### src/rtl/bkg_sub_pkg.sv
// Shared encodings for the background-subtraction frame sequencer:
// frame modes, sequencer states and the default frame length.
package bkg_sub_pkg;

    typedef enum logic [1:0] {
        MODE_BYPASS = 2'd0,
        MODE_CLEAR  = 2'd1,
        MODE_ACCUM  = 2'd2,
        MODE_APPLY  = 2'd3
    } mode_t;

    typedef enum logic [1:0] {
        ST_IDLE  = 2'd0,
        ST_CLEAR = 2'd1,
        ST_ACCUM = 2'd2,
        ST_APPLY = 2'd3
    } state_t;

    localparam int WORDS_PER_FRAME_DEF = 163;

    function automatic mode_t mode_of(input state_t s);
        case (s)
            ST_CLEAR: return MODE_CLEAR;
            ST_ACCUM: return MODE_ACCUM;
            ST_APPLY: return MODE_APPLY;
            default:  return MODE_BYPASS;
        endcase
    endfunction

endpackage

### src/rtl/bkg_frame_checker.sv
// Taps the input stream handshake, tracks frame boundaries and reports
// single-cycle strobes for SOP beats and for good/bad frame endings.
module bkg_frame_checker
    import bkg_sub_pkg::*;
#(
    parameter int WORDS_PER_FRAME = WORDS_PER_FRAME_DEF
) (
    input  logic clk,
    input  logic rst_n,
    input  logic mon_valid,
    input  logic mon_ready,
    input  logic mon_sop,
    input  logic mon_eop,
    output logic sop_beat,
    output logic good_end,
    output logic bad_end
);

    logic [8:0] beat_cnt;
    logic       in_frame;
    logic       beat;
    logic       len_ok;

    assign beat   = mon_valid & mon_ready;
    assign len_ok = (({1'b0, beat_cnt} + 10'd1) == 10'(WORDS_PER_FRAME));

    // An SOP inside a frame closes the previous frame as bad; SOP+EOP is a 1-beat frame.
    always_comb begin
        sop_beat = beat & mon_sop;
        good_end = beat & ~mon_sop & mon_eop & in_frame & len_ok;
        bad_end  = (sop_beat & (in_frame | mon_eop))
                 | (beat & ~mon_sop & mon_eop & in_frame & ~len_ok);
    end

    always_ff @(posedge clk) begin
        if (!rst_n) begin
            beat_cnt <= '0;
            in_frame <= 1'b0;
        end else if (sop_beat) begin
            beat_cnt <= 9'd1;
            in_frame <= ~mon_eop;
        end else if (beat && in_frame) begin
            if (mon_eop)
                in_frame <= 1'b0;
            else if (beat_cnt != 9'h1FF)
                beat_cnt <= beat_cnt + 9'd1;
        end
    end

endmodule

### src/rtl/bkg_sub_sequencer.sv
// Frame-level sequencer: bypass -> RAM clear -> accumulate -> apply.
// Optional automatic recalibration in APPLY when BKG_AUTO_RECAL_EN is defined.
module bkg_sub_sequencer
    import bkg_sub_pkg::*;
#(
    parameter int BKG_FRAME       = 4,
    parameter int WORDS_PER_FRAME = WORDS_PER_FRAME_DEF,
    parameter int FRAME_ID_W      = 27,
    parameter int RECAL_PERIOD    = 100000
) (
    input  logic                  clk,
    input  logic                  rst_n,
    input  logic                  mon_valid,
    input  logic                  mon_ready,
    input  logic                  mon_sop,
    input  logic                  mon_eop,
    input  logic                  cmd_enable,
    input  logic                  cmd_recal,
    output logic [1:0]            frame_mode,
    output logic                  bkg_sub_on,
    output logic                  bkg_valid,
    output logic [7:0]            accum_cnt,
    output logic [7:0]            bkg_epoch,
    output logic [FRAME_ID_W-1:0] frame_id,
    output logic                  frame_err,
    output logic [15:0]           err_cnt,
    output logic                  recal_pending
);

    logic   sop_beat, good_end, bad_end;
    state_t state, state_n;
    mode_t  mode_q, mode_n;
    logic [7:0] acc_n, epoch_n;
    logic   valid_n, recal_p, recal_n, dis_p, dis_n;

`ifdef BKG_AUTO_RECAL_EN
    logic [31:0] apply_cnt, apply_cnt_n;
`else
    localparam int unused_recal_period = RECAL_PERIOD;
`endif

    bkg_frame_checker #(.WORDS_PER_FRAME(WORDS_PER_FRAME)) u_checker (
        .clk       (clk),
        .rst_n     (rst_n),
        .mon_valid (mon_valid),
        .mon_ready (mon_ready),
        .mon_sop   (mon_sop),
        .mon_eop   (mon_eop),
        .sop_beat  (sop_beat),
        .good_end  (good_end),
        .bad_end   (bad_end)
    );

    assign frame_mode = mode_q;

    // Order within a cycle: frame-end transition, then requests, then SOP commit.
    always_comb begin
        state_n = state;
        mode_n  = mode_q;
        acc_n   = accum_cnt;
        epoch_n = bkg_epoch;
        valid_n = bkg_valid;
        recal_n = recal_p;
        dis_n   = dis_p;
`ifdef BKG_AUTO_RECAL_EN
        apply_cnt_n = apply_cnt;
`endif

        if (good_end) begin
            case (state)
                ST_CLEAR: begin
                    state_n = ST_ACCUM;
                    acc_n   = '0;
                end
                ST_ACCUM: begin
                    acc_n = accum_cnt + 8'd1;
                    if (({1'b0, accum_cnt} + 9'd1) == 9'(BKG_FRAME)) begin
                        state_n = ST_APPLY;
                        valid_n = 1'b1;
                        epoch_n = bkg_epoch + 8'd1;
                    end
                end
                default: ;
            endcase
        end
        if (bad_end && state == ST_ACCUM) begin
            state_n = ST_CLEAR;
            acc_n   = '0;
        end

`ifdef BKG_AUTO_RECAL_EN
        if (state == ST_APPLY && good_end) begin
            if ((apply_cnt + 32'd1) == 32'(RECAL_PERIOD)) begin
                recal_n     = 1'b1;
                apply_cnt_n = '0;
            end else begin
                apply_cnt_n = apply_cnt + 32'd1;
            end
        end
        if (state_n != ST_APPLY)
            apply_cnt_n = '0;
`endif

        if (cmd_recal && state_n != ST_IDLE)
            recal_n = 1'b1;
        dis_n = ~cmd_enable & (state_n != ST_IDLE);

        if (sop_beat) begin
            if (dis_n) begin
                state_n = ST_IDLE;
                mode_n  = MODE_BYPASS;
                valid_n = 1'b0;
                acc_n   = '0;
                dis_n   = 1'b0;
                recal_n = 1'b0;
            end else if (recal_n) begin
                state_n = ST_CLEAR;
                mode_n  = MODE_CLEAR;
                valid_n = 1'b0;
                acc_n   = '0;
                recal_n = 1'b0;
            end else if (state_n == ST_IDLE) begin
                if (cmd_enable) begin
                    state_n = ST_CLEAR;
                    mode_n  = MODE_CLEAR;
                end else begin
                    mode_n  = MODE_BYPASS;
                end
            end else begin
                mode_n = mode_of(state_n);
            end
        end
    end

    always_ff @(posedge clk) begin
        if (!rst_n) begin
            state         <= ST_IDLE;
            mode_q        <= MODE_BYPASS;
            bkg_sub_on    <= 1'b0;
            bkg_valid     <= 1'b0;
            accum_cnt     <= '0;
            bkg_epoch     <= '0;
            frame_id      <= '0;
            frame_err     <= 1'b0;
            err_cnt       <= '0;
            recal_p       <= 1'b0;
            dis_p         <= 1'b0;
            recal_pending <= 1'b0;
`ifdef BKG_AUTO_RECAL_EN
            apply_cnt     <= '0;
`endif
        end else begin
            state         <= state_n;
            mode_q        <= mode_n;
            bkg_sub_on    <= (mode_n == MODE_APPLY);
            bkg_valid     <= valid_n;
            accum_cnt     <= acc_n;
            bkg_epoch     <= epoch_n;
            frame_err     <= bad_end;
            recal_p       <= recal_n;
            dis_p         <= dis_n;
            recal_pending <= recal_n | dis_n;
            if (sop_beat)
                frame_id <= frame_id + 1'b1;
            if (bad_end && err_cnt != 16'hFFFF)
                err_cnt <= err_cnt + 16'd1;
`ifdef BKG_AUTO_RECAL_EN
            apply_cnt     <= apply_cnt_n;
`endif
        end
    end

endmodule
### config.mk
export PLATFORM = sky130hd
export DESIGN_NAME = bkg_sub_sequencer
export DESIGN_NICKNAME = d
export VERILOG_FILES = /design/src/rtl/bkg_sub_pkg.sv /design/src/rtl/bkg_frame_checker.sv /design/src/rtl/bkg_sub_sequencer.sv
export SDC_FILE = /design/constraint.sdc
export NUM_CORES = 1
export LEC_CHECK = 0
export CAP_MARGIN = 15
export CORE_UTILIZATION = 25
export CTS_BUF_LIST = sky130_fd_sc_hd__clkbuf_4 sky130_fd_sc_hd__clkbuf_8
export CTS_CLUSTER_DIAMETER = 50
export DETAILED_ROUTE_END_ITERATION = 10
export GPL_TIMING_DRIVEN = 0
export SKIP_CTS_REPAIR_TIMING = 1
export SYNTH_ARGS = -nofsm -noshare
export SYNTH_HDL_FRONTEND = slang
export SYNTH_SLANG_ARGS = --single-unit
### constraint.sdc
create_clock -name clk -period 7.6 [get_ports clk]
set_input_delay 0.76 -clock clk [delete_from_list [all_inputs] [get_ports clk]]
set_output_delay 0.76 -clock clk [all_outputs]
set_load 0.01 [all_outputs]
Yosys cells after proc, flatten, opt, wreduce, memory -nomap -nowiden. Cells that the tools add are included. Widths: inputs -> output; s select.

Bits of input ports: 8. Flip-flop bits (word level): 78. Output and inout port bits: 65. Word-level logic and storage cells: 100.

Add/subtract/negate cells: 7. Bitwise logic cells: 17. Eq/ne operators: 11. Muxes and demuxes: 37. Reductions and logical operators: 14.

Operators by type and width (count): $mux 8 (5); $add 27x1->27 const B (1); $mux 2 (12); $mux 1 (17); $add 16x1->16 const B (1); $add 8x1->8 const B (2); $ne 16x16->1 const B (1); $pmux 8 s2 (1); $add 9x1->10 const B (1); $eq 10x8->1 const B (1); $add 8x1->9 const B (1); $add 9x1->9 const B (1); $and 1x1->1 (9); $eq 9x3->1 const B (1); $ne 9x9->1 const B (1); $reduce_and 3->1 (3); $eq 2x2->1 const B (4); $reduce_bool 2->1 (4); $pmux 2 s3 (1); $not 1->1 (5); $eq 2x1->1 const B (2); $logic_and 1x1->1 (4); $pmux 2 s2 (1); $or 1x1->1 (3); 4 further kinds (4).

Logic depth before layout (Yosys ltp). Gate-level depths: netlist of run 1.

Word-level depth: 15. Depth in mapped cells: 12. Mapped depth without buffers: 10.

Cells and area by module. From an unflattened synthesis of run 1, not the netlist that was laid out.

Cell total of the unflattened synthesis: 466. Area total of the unflattened synthesis: 3947.5 um^2.

By module, submodules not included: bkg_sub_sequencer (cells an instance 401, area an instance 3394.5 um^2, times used 1, sequential area each 1361.3 um^2); bkg_frame_checker (cells an instance 65, area an instance 553.0 um^2, times used 1, sequential area each 200.2 um^2).

Least setup slack after synthesis of run 1. No wires, ideal clock.

Path kind: register to register. From: reg u_checker.beat_cnt[0]. To: reg accum_cnt[1]. Path slack: 5.114 ns. Arrival: 2.357 ns. Period minus slack after synthesis: 2.486 ns. Required time: 7.470 ns. Cell stages (with the launch flop): 12. Path buffers: 1. Setup time: 0.130 ns. Cell sequence: dfxtp_1 -> ha_1 -> nand3_1 -> nor2_1 -> ha_1 -> nor2b_1 -> nand4_4 -> or3_1 -> a32oi_1 -> o21a_1 -> buf_6 -> nor3b_2.

Longest elaborated chain between the ends: 13. Elaborated cells on any way between the ends: 18. Classes of those cells: add/sub: 1; eq/ne: 1; mux: 8; bitwise: 5; reduce/logical: 3.

Ends and longest elaborated chain: start, declared (RTL line bkg_frame_checker.sv:19) `logic [8:0] beat_cnt;`; start signal, assigned (RTL line bkg_frame_checker.sv:46) `beat_cnt <= beat_cnt + 9'd1;`; $add 9x1->10 (*) (RTL line bkg_frame_checker.sv:25) `assign len_ok = (({1'b0, beat_cnt} + 10'd1) == 10'(WORDS_PER_FRAME));`; $eq 10x8->1 (*) (RTL line bkg_frame_checker.sv:25); $not 1->1 (RTL line bkg_frame_checker.sv:32) `| (beat & ~mon_sop & mon_eop & in_frame & ~len_ok);`; $and 1x1->1 (RTL line bkg_frame_checker.sv:32); $or 1x1->1 (RTL line bkg_frame_checker.sv:32); $logic_and 1x1->1 (RTL line bkg_sub_sequencer.sv:86) `if (bad_end && state == ST_ACCUM) begin`; $mux 2 (RTL line bkg_sub_sequencer.sv:86); $reduce_bool 2->1 (RTL line bkg_sub_sequencer.sv:104, bkg_sub_sequencer.sv:106); $logic_and 1x1->1 (RTL line bkg_sub_sequencer.sv:104) `if (cmd_recal && state_n != ST_IDLE)`; $mux 1 (RTL line bkg_sub_sequencer.sv:104); $mux 8 (RTL line bkg_sub_sequencer.sv:116) `end else if (recal_n) begin`; $mux 8 (RTL line bkg_sub_sequencer.sv:109) `if (dis_n) begin`; $mux 8 (*) (RTL line bkg_sub_sequencer.sv:108) `if (sop_beat) begin`; end signal, assigned (RTL line bkg_sub_sequencer.sv:157) `accum_cnt <= acc_n;`; end, declared (RTL line bkg_sub_sequencer.sv:22) `output logic [7:0] accum_cnt,`.

Every way passes the cells marked *; elsewhere a longest branch is shown, timed or not. A chain may end at the register's enable or synchronous reset.

Worst setup path after layout of run 1.
From: reg u_checker.beat_cnt[0]. To: reg err_cnt[1].

Longest elaborated chain between the ends: 6.

Ends and longest elaborated chain: $add 9x1->10 (RTL line bkg_frame_checker.sv:25); $eq 10x8->1 (RTL line bkg_frame_checker.sv:25); $not 1->1 (RTL line bkg_frame_checker.sv:32); $and 1x1->1 (RTL line bkg_frame_checker.sv:32); $or 1x1->1 (RTL line bkg_frame_checker.sv:32); $logic_and 1x1->1 (RTL line bkg_sub_sequencer.sv:165) `if (bad_end && err_cnt != 16'hFFFF)`; end signal, assigned (RTL line bkg_sub_sequencer.sv:166) `err_cnt <= err_cnt + 16'd1;`; end, declared (RTL line bkg_sub_sequencer.sv:26) `output logic [15:0] err_cnt,`.

No other way between the ends.

==> results of run 1 <==
[state kept, by name, summed over array words and instances, names as in the netlist]
signal              cells
bkg_valid               1
bkg_epoch               8
recal_pending           1
err_cnt                16
recal_p                 1
u_checker.in_frame      1
frame_mode              2
bkg_sub_on              1
state                   2
frame_err               1
accum_cnt               8
u_checker.beat_cnt      9
frame_id               27
[cell usage after synthesis (2+ instances only)]
cell type	instances
sky130_fd_sc_hd__or3_1	15
sky130_fd_sc_hd__buf_2	2
sky130_fd_sc_hd__nor2b_1	2
sky130_fd_sc_hd__and2_1	5
sky130_fd_sc_hd__o31ai_1	3
sky130_fd_sc_hd__buf_4	2
sky130_fd_sc_hd__o21a_1	5
sky130_fd_sc_hd__dfxtp_1	78
sky130_fd_sc_hd__inv_1	8
sky130_fd_sc_hd__ha_1	9
sky130_fd_sc_hd__nor2_1	52
sky130_fd_sc_hd__a311oi_1	2
sky130_fd_sc_hd__o21ai_2	2
sky130_fd_sc_hd__clkbuf_1	9
sky130_fd_sc_hd__nand4_1	15
sky130_fd_sc_hd__a31oi_1	2
sky130_fd_sc_hd__o21ai_0	17
sky130_fd_sc_hd__o21ai_1	6
sky130_fd_sc_hd__nand3_1	30
sky130_fd_sc_hd__nor3_2	8
sky130_fd_sc_hd__nor4b_1	2
sky130_fd_sc_hd__nor3b_2	2
sky130_fd_sc_hd__a21oi_1	23
sky130_fd_sc_hd__mux2i_1	6
sky130_fd_sc_hd__xnor2_1	12
sky130_fd_sc_hd__xor2_1	24
sky130_fd_sc_hd__a211oi_1	4
sky130_fd_sc_hd__and3_1	14
sky130_fd_sc_hd__nand2_1	40
sky130_fd_sc_hd__nor4_1	5
sky130_fd_sc_hd__a22oi_1	2
sky130_fd_sc_hd__or4_1	4
sky130_fd_sc_hd__and4_1	4
sky130_fd_sc_hd__buf_6	3
sky130_fd_sc_hd__or2_2	2
sky130_fd_sc_hd__nor3_1	8
[final timing paths]
path                               from                    end  cells past startpoint
setup reg to reg  u_checker.beat_cnt[0]             err_cnt[1]                     12
setup / recovery  u_checker.beat_cnt[0]             err_cnt[1]                     12
hold reg to reg   u_checker.beat_cnt[8]  u_checker.beat_cnt[8]                      2
hold / removal    u_checker.beat_cnt[8]  u_checker.beat_cnt[8]                      2
[stage by stage]
step           total power [mW]  hold WS [ns]  cell area (µm²)  setup slack, ns  std cells
3_5_place_dp              0.452         0.468             4780             4.33        700
3_3_place_gp              0.452         0.448             4780             4.40        700
2_1_floorplan             0.437         0.440             3830             5.11        444
6_report                  0.798         0.476             5000             4.60        716
5_1_grt                   0.827         0.511             5000             4.37        716
4_1_cts                   0.810         0.479             5000             4.65        716
[power breakdown]
group | internal [mW] | total, mW | switching, mW
registers | 0.410 | 0.412 | 0.00223
clock network | 0.193 | 0.355 | 0.162
logic | 0.0107 | 0.0299 | 0.0192
[cells by family after synthesis]
logic type,after synthesis,share of synthesized area [%]
AOI/OAI and AO/OA,76,12.7
muxes,6,1.57
and+or+nand+nor,215,30.5
buffers and inverters,24,3.20
adders and majority gates,9,2.94
DFF,78,40.8
xor gates and xnor gates,36,8.24
[per-layer routing]
layer | vias to the layer above | GRT usage [%] | wire (µm)
met1 | 1649 | 17.0 | 4890
met2 | 96 | 19.9 | 4460
met5 | - | 0 | 0
met3 | 11 | 2.76 | 477
met4 | 0 | 6.38 | 192
li1 | 1761 | - | -
[worst min-delay path: cells and delay by family (launching register included)]
family	cells	cell delay (ns)
AOI/OAI and AO/OA	1	0.05
and+or+nand+nor	1	0.06
DFF	1	0.32
[area by class of cell]
type | instances | area (µm²) | share of cell area (%)
Clock inverter | 5 | 83.8 | 1.68
Multi-Input combinational cell | 342 | 2140 | 42.9
Tap cell | 184 | 230 | 4.60
Timing Repair Buffer | 72 | 721 | 14.4
Clock buffer | 11 | 139 | 2.78
Buffer | 16 | 92.6 | 1.85
Inverter | 8 | 30.0 | 0.600
Sequential cell | 78 | 1560 | 31.2
==> implementation parameters, run 1 <==
Parameter                              Value

Power
  Leakage power of the design ... between 1.5 and 2 nW
  Worst-case vdd ir drop ... 64.1 µV
  Cell Pwr Density ... about 160 nW/µm²

Global route
  Wire length of the first global-routing pass ... ~16000 µm
  Remaining Overflow, GRT ... 0
  Maximum number of pins on one net before global-route repair ... 14
  Vias in the first global route ... 3229
  Total Routing Usage GR ... between 10 and 15%
  Antenna violations before repair ... 0

Setup path
  Standard cell with the maximum stage delay on the critical path ... sky130_fd_sc_hd__dfxtp_1
  Delay contributed by the slowest stage of the critical path ... approximately 0.43 ns
  Worst setup SP type ... register
  Arrival time of the worst setup path ... between 3 and 4 ns
  Buffers plus inverters on the worst setup path ... 2
  Req. time, crit path ... 7.83 ns
  Critical path, cell by cell ... ha_1 > nand3_1 > nor2_1 > ha_1 > nor2b_1 > nand4_4 > o21a_1 > o21ai_2 > buf_4 > buf_4 > mux2i_1 > nor2_1
  Crit Path Class ... register to register
  Critical path endpoint category ... register
  Maximum fanout along the worst path ... 10
  Dominant delay contributor by cell family on the critical path ... simple AND/OR/NAND/NOR gates
  Setup slack, reg-to-reg ... about 4.6 ns

Run
  Maximum capacitance violations ... 0

Clock network
  CTS sink cnt ... 78
  Max clock buf depth ... 2
  Cell at the root of the clock tree ... sky130_fd_sc_hd__clkbuf_8
  Clock latency reported for the late side of the worst-skew pair ... approximately 0.36 ns
  H-tree depth reported by CTS ... 3
  Clock-pin slew on the worst setup and hold paths ... about 0.080 ns
  Clock tree from TritonCTS ... built
  Number of buffers added by the clock tree synthesis step ... 9

Cells and area
  Fin util ... between 30% and 40%
  Area Growth Syn to Fin ... 30.7%
  Highest-count cells in the layout ignoring fill and taps ... sky130_fd_sc_hd__dfxtp_1, sky130_fd_sc_hd__clkdlybuf4s50_1, sky130_fd_sc_hd__nor2_1
  Layout cell share with drive strength beyond 1 ... 8.46%
  Count of fill cells added during filler insertion ... about 1600
  Antenna diode instance count ... 0
  Final #Nets ... around 540
  Most common cell after layout, fill and taps aside ... sky130_fd_sc_hd__dfxtp_1

Synth
  Total nets after synthesis ... 461
  Library cell occupying the most area in the post-synthesis netlist ... sky130_fd_sc_hd__dfxtp_1
  Async S/R FF share, synth ... 0%
  Register bit count reported by yosys ... 78
  Cells taking the most area after synthesis ... sky130_fd_sc_hd__dfxtp_1, sky130_fd_sc_hd__xor2_1, sky130_fd_sc_hd__nor2_1
  Sequential-to-total area share from yosys stat ... 40.8%
  Number of flops mapped to enable cells by yosys ... 0
  Combined area of all synthesized cells ... 3830 µm²
  Yosys warnings ... 0
  Primary flip-flop cell chosen by synthesis mapping ... sky130_fd_sc_hd__dfxtp_1
  Area fraction of the dominant cell type after synthesis ... 40.8%
  Syn Inst Count ... between 400 and 500
  Mean Syn Cell Area ... approximately 8.6 µm²
  Unique cell type count in the Yosys netlist ... 53

STA
  Worst-case clock skew ... about 0.0053 ns
  Total setup violations reported at the end of the flow ... 0
  Highest achievable clock rate ... around 330 MHz
  Setup repair after global routing missed its margin ... false
  Final worst path period need ... around 3 ns
  Worst-margin pin slew ... 0.669 ns
  Slew HR ... between 50 and 60%
  Final period utilization ... between 30% and 40%
  Number of pins exceeding their max-slew limit in the final report ... 0
  Post-Route Setup TNS ... 0 ns
  Final Hold Vio Count ... 0

Placed design
  PortBufs ... a little over 70
  Routability congestion estimate ... just under 0.8
  HPWL after DPL ... about 7300 µm

Detailed routing
  Detailed-route wire length per cell ... about 14 µm
  Antenna Violating Nets Remaining ... 0
  Via Count ... ~3500
  Router iterations before antenna repair ... 4
  Total detailed-routing wirelength ... 10000 µm
  Detailed Route Iter0 Violations ... 197
  DRC errors left ... 0
  Via density per instance ... slightly below 5

Outcome
  Status ... finished, final reports clean

Floorplan
  DIE WIDTH ... roughly 130 µm
  Number of placed I/O pins ... 73
  Height of the die ... around 130 µm
  Std-Cell Core Area ... approximately 15000 µm²
  Starting density of the core ... approximately a quarter
  Number of rows created at floorplan ... 44
  Die area ... 15800 µm²

Min path
  Worst min-delay path category ... register to register
Power figures use the tool's default switching activity.
==> inputs of run 2 (changes only) <==
==> constraint.sdc (replaced) <==
create_clock -name clk -period 2.7 [get_ports clk]
set_input_delay 0.27 -clock clk [delete_from_list [all_inputs] [get_ports clk]]
set_output_delay 0.27 -clock clk [all_outputs]
set_load 0.01 [all_outputs]
==> implementation parameters, run 2 (synthesis gave the netlist of run 1 again) <==
Parameter                              Value

Outcome
  Status ... finished, final reports clean

Power
  Worst-case vdd ir drop ... around 180 µV
  Leakage power of the design ... between 1.5 and 2 nW
  Cell Pwr Density ... roughly 440 nW/µm²

Cells and area
  Cell area after layout ... between 5000 and 6000 µm²
  Highest-count cells in the layout ignoring fill and taps ... sky130_fd_sc_hd__dfxtp_1, sky130_fd_sc_hd__clkdlybuf4s50_1, sky130_fd_sc_hd__nor2_1
  Max FFs per register ... 27
  Antenna diode instance count ... 0
  Layout cell share with drive strength beyond 1 ... a little over a tenth
  Most common cell after layout, fill and taps aside ... sky130_fd_sc_hd__dfxtp_1
  Area Growth Syn to Fin ... 33.5%
  Non-filler cells, final ... just over 700
  Registers with the most flip-flops ... frame_id x27, err_cnt x16, u_checker.beat_cnt x9
  Final #Nets ... 550
  Register containing the most flip-flops in the final layout ... frame_id

Global route
  Remaining Overflow, GRT ... 0
  Wire length of the first global-routing pass ... 15900 µm
  Vias in the first global route ... about 3200
  Maximum number of pins on one net before global-route repair ... 14
  Total Routing Usage GR ... about an eighth
  Antenna violations before repair ... 0

Min path
  Hold Startpoint ... u_checker.beat_cnt[8]
  Worst min-delay path category ... register to register
  Worst hold endpoint ... u_checker.beat_cnt[8]
  WHS Path Cells ... 2

Clock network
  CTS sink cnt ... 78
  Max clock buf depth ... 2
  H-tree depth reported by CTS ... 3
  Cell at the root of the clock tree ... sky130_fd_sc_hd__clkbuf_8
  Clock latency reported for the late side of the worst-skew pair ... approximately 0.37 ns
  Clock-pin slew on the worst setup and hold paths ... 0.08 ns
  Clock tree from TritonCTS ... built
  Number of buffers added by the clock tree synthesis step ... 9

Setup path
  Maximum fanout along the worst path ... 10
  Path depth of the worst reg2reg path ... 11
  Setup slack, reg-to-reg ... 0.11 ns
  Critical path startpoint ... u_checker.beat_cnt[1]
  Capturing point of the worst reg2reg path ... accum_cnt[1]
  Critical path endpoint category ... register
  Worst setup SP type ... register
  Reg2reg start ... u_checker.beat_cnt[1]
  Crit Path Class ... register to register
  Req. time, crit path ... between 2 and 3 ns
  Arrival time of the worst setup path ... ~2.8 ns

STA
  Final Hold Vio Count ... 0
  Number of pins exceeding their max-slew limit in the final report ... 0
  Post-route worst setup slack ... 0.112 ns
  Highest achievable clock rate ... ~390 MHz
  Worst Hold Slack ... between 0.4 and 0.5 ns
  Final worst path period need ... ~2.6 ns
  Final period utilization ... a little over nine tenths
  Slew HR ... a little under three fifths
  Total setup violations reported at the end of the flow ... 0
  Worst-margin pin slew ... approximately 0.66 ns
  Post-Route Setup TNS ... 0 ns
  Worst-case clock skew ... 0.00979 ns

Detailed routing
  Detailed Route Iter0 Violations ... approximately 190
  Router iterations before antenna repair ... 4
  Via density per instance ... ~4.9
  Detailed-route wire length per cell ... roughly 14 µm
  Antenna Violating Nets Remaining ... 0
  Via Count ... between 3000 and 4000
  Met3 Wirelength ... around 430 µm
  Top layer used by detailed routing ... met4
  Total detailed-routing wirelength ... between 10000 and 15000 µm
  WL met1 ... between 4000 and 5000 µm
  DRC errors left ... 0
  Met2 routed wirelength ... about 4600 µm

Placed design
  Routability congestion estimate ... a little under 0.8
  Post-DP Area ... 4780 µm²
  Cell Count Post-Placement ... 700
  HPWL after DPL ... between 7000 and 8000 µm
  PortBufs ... just over 70
  Setup WS pre-CTS ... -0.221 ns

Floorplan
  Std-Cell Core Area ... around 15000 µm²
  Number of placed I/O pins ... 73
  Number of rows created at floorplan ... between 40 and 50
  DIE WIDTH ... approximately 130 µm
  Starting density of the core ... approximately a quarter
  Height of the die ... approximately 130 µm
  Die area ... 15800 µm²

Run
  Maximum capacitance violations ... 0
-- run 2: changes by cell type in the layout (fill, tap and decap cells not counted), moves of 2 or more --
cell / delta
sky130_fd_sc_hd__buf_4: +5
sky130_fd_sc_hd__o21ai_0: -2
sky130_fd_sc_hd__dfxtp_1: -2
sky130_fd_sc_hd__o21ai_1: +2
-- run 2: metal layers --
metal  vias up  global-route usage [%]
met2        75                    19.9
met5         -                       0
met4         0                    6.38
li1       1773                       -
met3        11                    2.76
met1      1685                    17.0
-- run 2: worst max-delay path: stages (launching register included) --
cell and delay [ns]:
sky130_fd_sc_hd__dfxtp_2 0.39, sky130_fd_sc_hd__ha_4 0.17, sky130_fd_sc_hd__nand3_1 0.08, sky130_fd_sc_hd__nor2_1 0.14
sky130_fd_sc_hd__ha_1 0.28, sky130_fd_sc_hd__nor2b_4 0.17, sky130_fd_sc_hd__nand4_4 0.18, sky130_fd_sc_hd__or3_4 0.44
sky130_fd_sc_hd__a32oi_2 0.25, sky130_fd_sc_hd__o21a_1 0.16, sky130_fd_sc_hd__buf_6 0.17, sky130_fd_sc_hd__nor3b_2 0.06
-- run 2: how the worst max path moves through the flow --
stage / to / slack, ns / cells after the start
3_3_place_gp: err_cnt[1] / -0.20 / 12
4_1_cts: err_cnt[1] / -0.25 / 12
6_report: accum_cnt[1] / 0.11 / 11
2_1_floorplan: accum_cnt[1] / 0.21 / 11
5_1_grt: accum_cnt[5] / -0.01 / 11
3_5_place_dp: err_cnt[1] / -0.22 / 12
-- run 2: final cells by class --
cell class | instances | area (µm²)
tap | 184 | 230
multi-input combinational | 342 | 2200
buffer | 15 | 91.3
timing repair buffer | 79 | 773
clock buffer | 11 | 139
inverter | 8 | 30.0
sequential | 78 | 1570
fill | 1550 | 9640
clock inverter | 5 | 83.8
-- run 2: report_power, final --
group / switching (mW) / total, mW / leakage, nW / internal [mW]
clock network: 0.462 / 1.01 / 0.107 / 0.543
registers: 0.00699 / 1.16 / 0.630 / 1.15
logic: 0.0556 / 0.0877 / 1.00 / 0.0321
total: 0.525 / 2.25 / 1.74 / 1.73
-- run 2: stage by stage --
stage / power [mW] / util (%)
floorplan: 1.23 / -
global placement: 1.27 / 32.4
detailed placement: 1.27 / 32.4
CTS: 2.28 / 33.9
global route: 2.33 / 34.7
finish: 2.25 / 34.7
